### src/rtl/clk_ctrl_pkg.sv
// Shared definitions for the PC clock-enable generator.
// FSM state encoding plus board and simulation timing defaults.
package clk_ctrl_pkg;

    typedef enum logic [1:0] {
        S_STOP = 2'd0,
        S_RUN  = 2'd1,
        S_HALT = 2'd2
    } state_t;

    localparam int DIV_BOARD       = 50000;
    localparam int DB_CYCLES_BOARD = 250000;

    localparam int DIV_SIM         = 4;
    localparam int DB_CYCLES_SIM   = 8;

endpackage

### src/rtl/btn_debounce.sv
// Push-button conditioner: 2-flop sync, optional stable-level
// filter (STEP_DEBOUNCE_EN) and a one-clk rising-edge pulse.
// Ports: clk, reset (async, active-high), i_btn (async raw
// button), o_rise (one-clk pulse on an accepted press).
module btn_debounce
    import clk_ctrl_pkg::*;
#(
    parameter int DB_WIDTH  = 18,
    parameter int DB_CYCLES = DB_CYCLES_BOARD
) (
    input  logic clk,
    input  logic reset,
    input  logic i_btn,
    output logic o_rise
);

    logic r_sync_meta;
    logic r_sync;
    logic r_prev;
    logic w_level;

    always_ff @(posedge clk or posedge reset) begin
        if (reset) begin
            r_sync_meta <= 1'b0;
            r_sync      <= 1'b0;
        end else begin
            r_sync_meta <= i_btn;
            r_sync      <= r_sync_meta;
        end
    end

`ifdef STEP_DEBOUNCE_EN
    localparam logic [DB_WIDTH-1:0] DB_LAST =
        DB_WIDTH'(DB_CYCLES - 1);

    logic [DB_WIDTH-1:0] r_cnt;
    logic                r_level;

    // The accepted level follows the synced input only after
    // it has differed for DB_CYCLES consecutive samples.
    always_ff @(posedge clk or posedge reset) begin
        if (reset) begin
            r_cnt   <= '0;
            r_level <= 1'b0;
        end else if (r_sync == r_level) begin
            r_cnt   <= '0;
        end else if (r_cnt == DB_LAST) begin
            r_cnt   <= '0;
            r_level <= r_sync;
        end else begin
            r_cnt   <= r_cnt + 1'b1;
        end
    end

    assign w_level = r_level;
`else
    logic [DB_WIDTH-1:0] w_unused_db;
    assign w_unused_db = DB_WIDTH'(DB_CYCLES);
    assign w_level     = r_sync;
`endif

    always_ff @(posedge clk or posedge reset) begin
        if (reset) begin
            r_prev <= 1'b0;
        end else begin
            r_prev <= w_level;
        end
    end

    assign o_rise = w_level & ~r_prev;

endmodule

### src/rtl/clock_tick_gen.sv
// Program-counter clock-enable generator: RUN / STOP+STEP /
// sticky HALT. Step debounce built when STEP_DEBOUNCE_EN.
// Ports: clk, reset (async, active-high), run_sw, step_btn
// (async), halt (sync strobe); tick (registered enable pulse),
// running (state==S_RUN), halted (state==S_HALT).
module clock_tick_gen
    import clk_ctrl_pkg::*;
#(
    parameter int DIV_WIDTH = 16,
    parameter int DIV       = DIV_BOARD,
    parameter int DB_WIDTH  = 18,
    parameter int DB_CYCLES = DB_CYCLES_BOARD
) (
    input  logic clk,
    input  logic reset,
    input  logic run_sw,
    input  logic step_btn,
    input  logic halt,
    output logic tick,
    output logic running,
    output logic halted
);

    localparam logic [DIV_WIDTH-1:0] DIV_LAST =
        DIV_WIDTH'(DIV - 1);

    state_t               r_state;
    state_t               w_state_nxt;
    logic [DIV_WIDTH-1:0] r_presc;
    logic [DIV_WIDTH-1:0] w_presc_nxt;
    logic                 r_tick;
    logic                 w_tick_nxt;
    logic                 r_run_meta;
    logic                 r_run_s;
    logic                 w_step_rise;

    always_ff @(posedge clk or posedge reset) begin
        if (reset) begin
            r_run_meta <= 1'b0;
            r_run_s    <= 1'b0;
        end else begin
            r_run_meta <= run_sw;
            r_run_s    <= r_run_meta;
        end
    end

    btn_debounce #(
        .DB_WIDTH  (DB_WIDTH),
        .DB_CYCLES (DB_CYCLES)
    ) u_step_db (
        .clk    (clk),
        .reset  (reset),
        .i_btn  (step_btn),
        .o_rise (w_step_rise)
    );

    always_ff @(posedge clk or posedge reset) begin
        if (reset) begin
            r_state <= S_STOP;
            r_presc <= '0;
            r_tick  <= 1'b0;
        end else begin
            r_state <= w_state_nxt;
            r_presc <= w_presc_nxt;
            r_tick  <= w_tick_nxt;
        end
    end

    // Priority: halt > run_sw > step > prescaler.
    always_comb begin
        w_state_nxt = r_state;
        w_presc_nxt = r_presc;
        w_tick_nxt  = 1'b0;
        case (r_state)
            S_STOP: begin
                if (halt) begin
                    w_state_nxt = S_HALT;
                end else if (r_run_s) begin
                    w_state_nxt = S_RUN;
                    w_presc_nxt = '0;
                end else if (w_step_rise) begin
                    w_tick_nxt  = 1'b1;
                end
            end
            S_RUN: begin
                if (halt) begin
                    w_state_nxt = S_HALT;
                end else if (!r_run_s) begin
                    w_state_nxt = S_STOP;
                    w_presc_nxt = '0;
                end else if (r_presc == DIV_LAST) begin
                    w_presc_nxt = '0;
                    w_tick_nxt  = 1'b1;
                end else begin
                    w_presc_nxt = r_presc + 1'b1;
                end
            end
            S_HALT: begin
                w_state_nxt = S_HALT;
            end
            default: begin
                w_state_nxt = S_STOP;
                w_presc_nxt = '0;
            end
        endcase
    end

    assign tick    = r_tick;
    assign running = (r_state == S_RUN);
    assign halted  = (r_state == S_HALT);

endmodule

### config.mk
export PLATFORM = sky130hd
export DESIGN_NAME = clock_tick_gen
export DESIGN_NICKNAME = d
export VERILOG_FILES = /design/src/rtl/clk_ctrl_pkg.sv /design/src/rtl/btn_debounce.sv /design/src/rtl/clock_tick_gen.sv
export SDC_FILE = /design/constraint.sdc
export NUM_CORES = 1
export LEC_CHECK = 0
export ABC_AREA = 1
export CAP_MARGIN = 20
export CORE_ASPECT_RATIO = 0.7
export CORE_MARGIN = 8
export CORE_UTILIZATION = 66
export DETAILED_ROUTE_END_ITERATION = 8
export DONT_BUFFER_PORTS = 1
export GPL_TIMING_DRIVEN = 0
export PLACE_DENSITY_LB_ADDON = 0.25
export SLEW_MARGIN = 20
export SYNTH_ARGS = -nofsm -noshare
export SYNTH_HDL_FRONTEND = slang
export SYNTH_SLANG_ARGS = --single-unit
### constraint.sdc
create_clock -name clk -period 3 [get_ports clk]
set_input_delay 0.15 -clock clk [delete_from_list [all_inputs] [get_ports clk]]
set_output_delay 0.15 -clock clk [all_outputs]
set_load 0.05 [all_outputs]
==> summary.txt <==
Finish
  – Synth-to-layout area growth: 7.58%
  – Finished Layout Cells: 220
  – Final Cell Area: 1470 sq um
  – FILL cells: 145
  – Nets: 205
  – # diodes: 0
  – Layout cell share with drive strength beyond 1: 0.0960

Global routing
  – Largest net degree at the start of global routing: 25
  – GRT Residual Overflow: 0
  – Vias in the first global route: 1109
  – First-pass GRT wire length: 4950 um
  – Total track usage: 0.165
  – Antenna violations before repair: 0

Detailed routing
  – Post-DR vias/cell: 5.57
  – Drc violations: 0
  – Via count: 1226
  – Total wire length: 2930 um
  – Routed len/inst: 13.3 um
  – Starting DRC count in detailed routing: 155
  – Remaining antenna violation count: 0
  – DR pass1 iterations: 4

Floorplan
  – Core Box Area: 1900 sq um
  – Total die area: 3810 sq um
  – Io pins: 8
  – Die Y: 54.1 um
  – Die Wd: 70.5 um
  – Rows: 13
  – Starting density of the core: 0.720

Yosys
  – Flops & latches, synth: 24
  – Seq/Total Area, Yosys: 0.438
  – Ranking of synthesized cells by area: dfrtp_1 (44%), nand2_1 (13%), nor2_1 (8.8%), nand3_1 (6.9%), inv_1 (6.6%)
  – Most frequent cell after synthesis: nand2_1
  – Post-synth EDFFs: 0
  – Cell accounting for the most synthesized area: dfrtp_1
  – Synth cell types: 25
  – Post-synth top area share: 0.438
  – Mapped Nets: 196
  – Average size of a mapped cell: 7.21 sq um
  – Most frequent cells after synthesis: nand2_1 (48), nor2_1 (32), dfrtp_1 (24), inv_1 (24), nand3_1 (19)
  – Syn Inst Count: 190
  – Asr flop ratio synth: 1.00
  – Top_reg_cell synth: dfrtp_1
  – Yosys warning total: 0
  – Mapped cell area: 1370 sq um

STA
  – Fraction of the cycle the final worst path needs: 0.641
  – Fmax: 520 MHz
  – Final worst setup slack: 1.08 ns
  – Slew @ Worst Pin: 0.892 ns
  – Max-slew violations: 0
  – Slew headroom: 0.405
  – Setup_tns: 0 ns
  – Final min period: 1.92 ns
  – Setup violations, final: 0
  – Clk_skew: 0.0126 ns
  – RSZ-0062 raised after global routing: false
  – Final hold viol count: 0

Clock tree
  – CTS root buf: clkbuf_4
  – CTS Buf Count: 3
  – Clock-pin slew on the worst setup and hold paths: 0.14 ns
  – Clock latency on the worst-skew pair: 0.33 ns
  – CTS sink count: 24
  – H-Tree Depth: 1
  – CTS tree: built
  – Maximum buffer depth of the clock tree: 2

Setup path
  – Startpoint Class: flop
  – Reg2reg setup slack: 1.08 ns
  – Crit-path max FO: 5
  – CP Capture Type: flop
  – Worst path required time: 3.26 ns
  – CP Class: reg -> reg
  – Crit path arrival time: 2.18 ns

Pwr
  – Comb pwr share: 0.245
  – Lkg Pwr: 0.678 nW
  – Switch Pwr: 0.248 mW
  – Clk pwr share: 0.247
  – Sw Ratio: 0.352
  – P_int: 0.458 mW
  – VDD IR max: 0.593 mV
  – Power per standard cell area: 479 nW/um^2
  – Flop pwr share: 0.508

Run
  – Max-cap violations: 0

Placed design
  – Routability cong.: 0.937
  – Dpl ws: 1.16 ns
  – Placed Area: 1400 sq um
  – Port bufs: 0
  – DP HPWL: 2190 um
  – Dpl cells: 212

Status
  – Status: completed

Min path
  – Hold crit path type: in -> reg
[area by class of cell]
type,count,area (sq um),area share
Buffer,1,11.3,0.00764
Clock buffer,4,36.3,0.0246
Multi-Input combinational cell,136,649,0.441
Tap cell,22,27.5,0.0187
Sequential cell,24,601,0.407
Timing Repair Buffer,4,40.0,0.0272
Inverter,29,109,0.0739
[cells by family after synthesis]
family                   count (synthesis)  synth area share
flip-flops                              24             0.438
AO/OA/AOI/OAI                           16            0.0648
AND/OR/NAND/NOR                        118             0.394
buffers and inverters                   30            0.0877
adder cells (fa/ha/maj)                  1           0.00913
XOR/XNOR                                 1           0.00639
[placed cells by master, fill, tap and decap left out, drive strengths merged, types with 4 or more instances in the layout]
| cell | n |
|---|---|
| nand2 | 51 |
| nor2 | 38 |
| inv | 28 |
| dfrtp | 24 |
| nand3 | 20 |
| a21oi | 6 |
| o21ai | 6 |
| nand4 | 4 |
| dlygate4sd3 | 4 |
| clkbuf | 4 |
[worst max-delay path, cell delays in order (launching register included)]
cell and delay (ns):
dfrtp_1 0.48, nor2_2 0.54, nand2_1 0.20, clkinv_1 0.16, nand2_1 0.07, nand2_1 0.21
inv_2 0.09, nor2_1 0.11
[registers in the layout, indices dropped and copies added, names as in the netlist]
name	count
u_step_db.r_prev	1
u_step_db.r_sync	1
tick	1
u_step_db.r_sync_meta	1
r_state	2
r_presc	16
r_run_s	1
r_run_meta	1
[per-stage QoR]
step | power [mW] | util | hold WS, ns
after detailed placement | 0.533 | 0.734 | 0.182
after floorplan | 0.505 | - | 0.165
after CTS | 0.710 | 0.774 | 0.00144
final | 0.706 | 0.774 | 0.00245
after global routing | 0.736 | 0.774 | 0.00305
after global placement | 0.528 | 0.734 | 0.182
[final timing paths]
path / from / endpoint / cells past startpoint
max: r_state[1]$_DFFE_PP0P_ / r_presc[7]$_DFFE_PP0P_ / 7
max reg2reg: r_state[1]$_DFFE_PP0P_ / r_presc[7]$_DFFE_PP0P_ / 7
max in group asynchronous: reset / u_step_db.r_sync$_DFF_PP0_ / 2
min: halt / r_state[1]$_DFFE_PP0P_ / 2
min in group asynchronous: reset / r_presc[0]$_DFFE_PP0P_ / 2
min reg2reg: r_run_meta$_DFF_PP0_ / r_run_s$_DFF_PP0_ / 0
[power by group through the flow]
stage          Clock (mW)  Sequential (mW)  Combinational (mW)
3_3_place_gp            0            0.363               0.166
5_1_grt             0.187            0.361               0.188
4_1_cts             0.179            0.359               0.172
2_1_floorplan           0            0.360               0.145
6_report            0.174            0.359               0.173
3_5_place_dp            0            0.365               0.168
[layer usage]
layer | vias up | wire length, um | track usage
met2 | 47 | 1270 | 0.264
met4 | 0 | 48 | 0.0598
li1 | 607 | - | -
met1 | 565 | 1370 | 0.209
met3 | 7 | 240 | 0.0532
met5 | - | 0 | 0
[what timing repair did]
action / 4_1_cts / 5_1_grt
resized for setup: 0 / 0
hold buffers: 4 / 0
buffers inserted: 0 / 0
hold endpoints to repair: 27 / 0
Power figures use the tool's default switching activity.
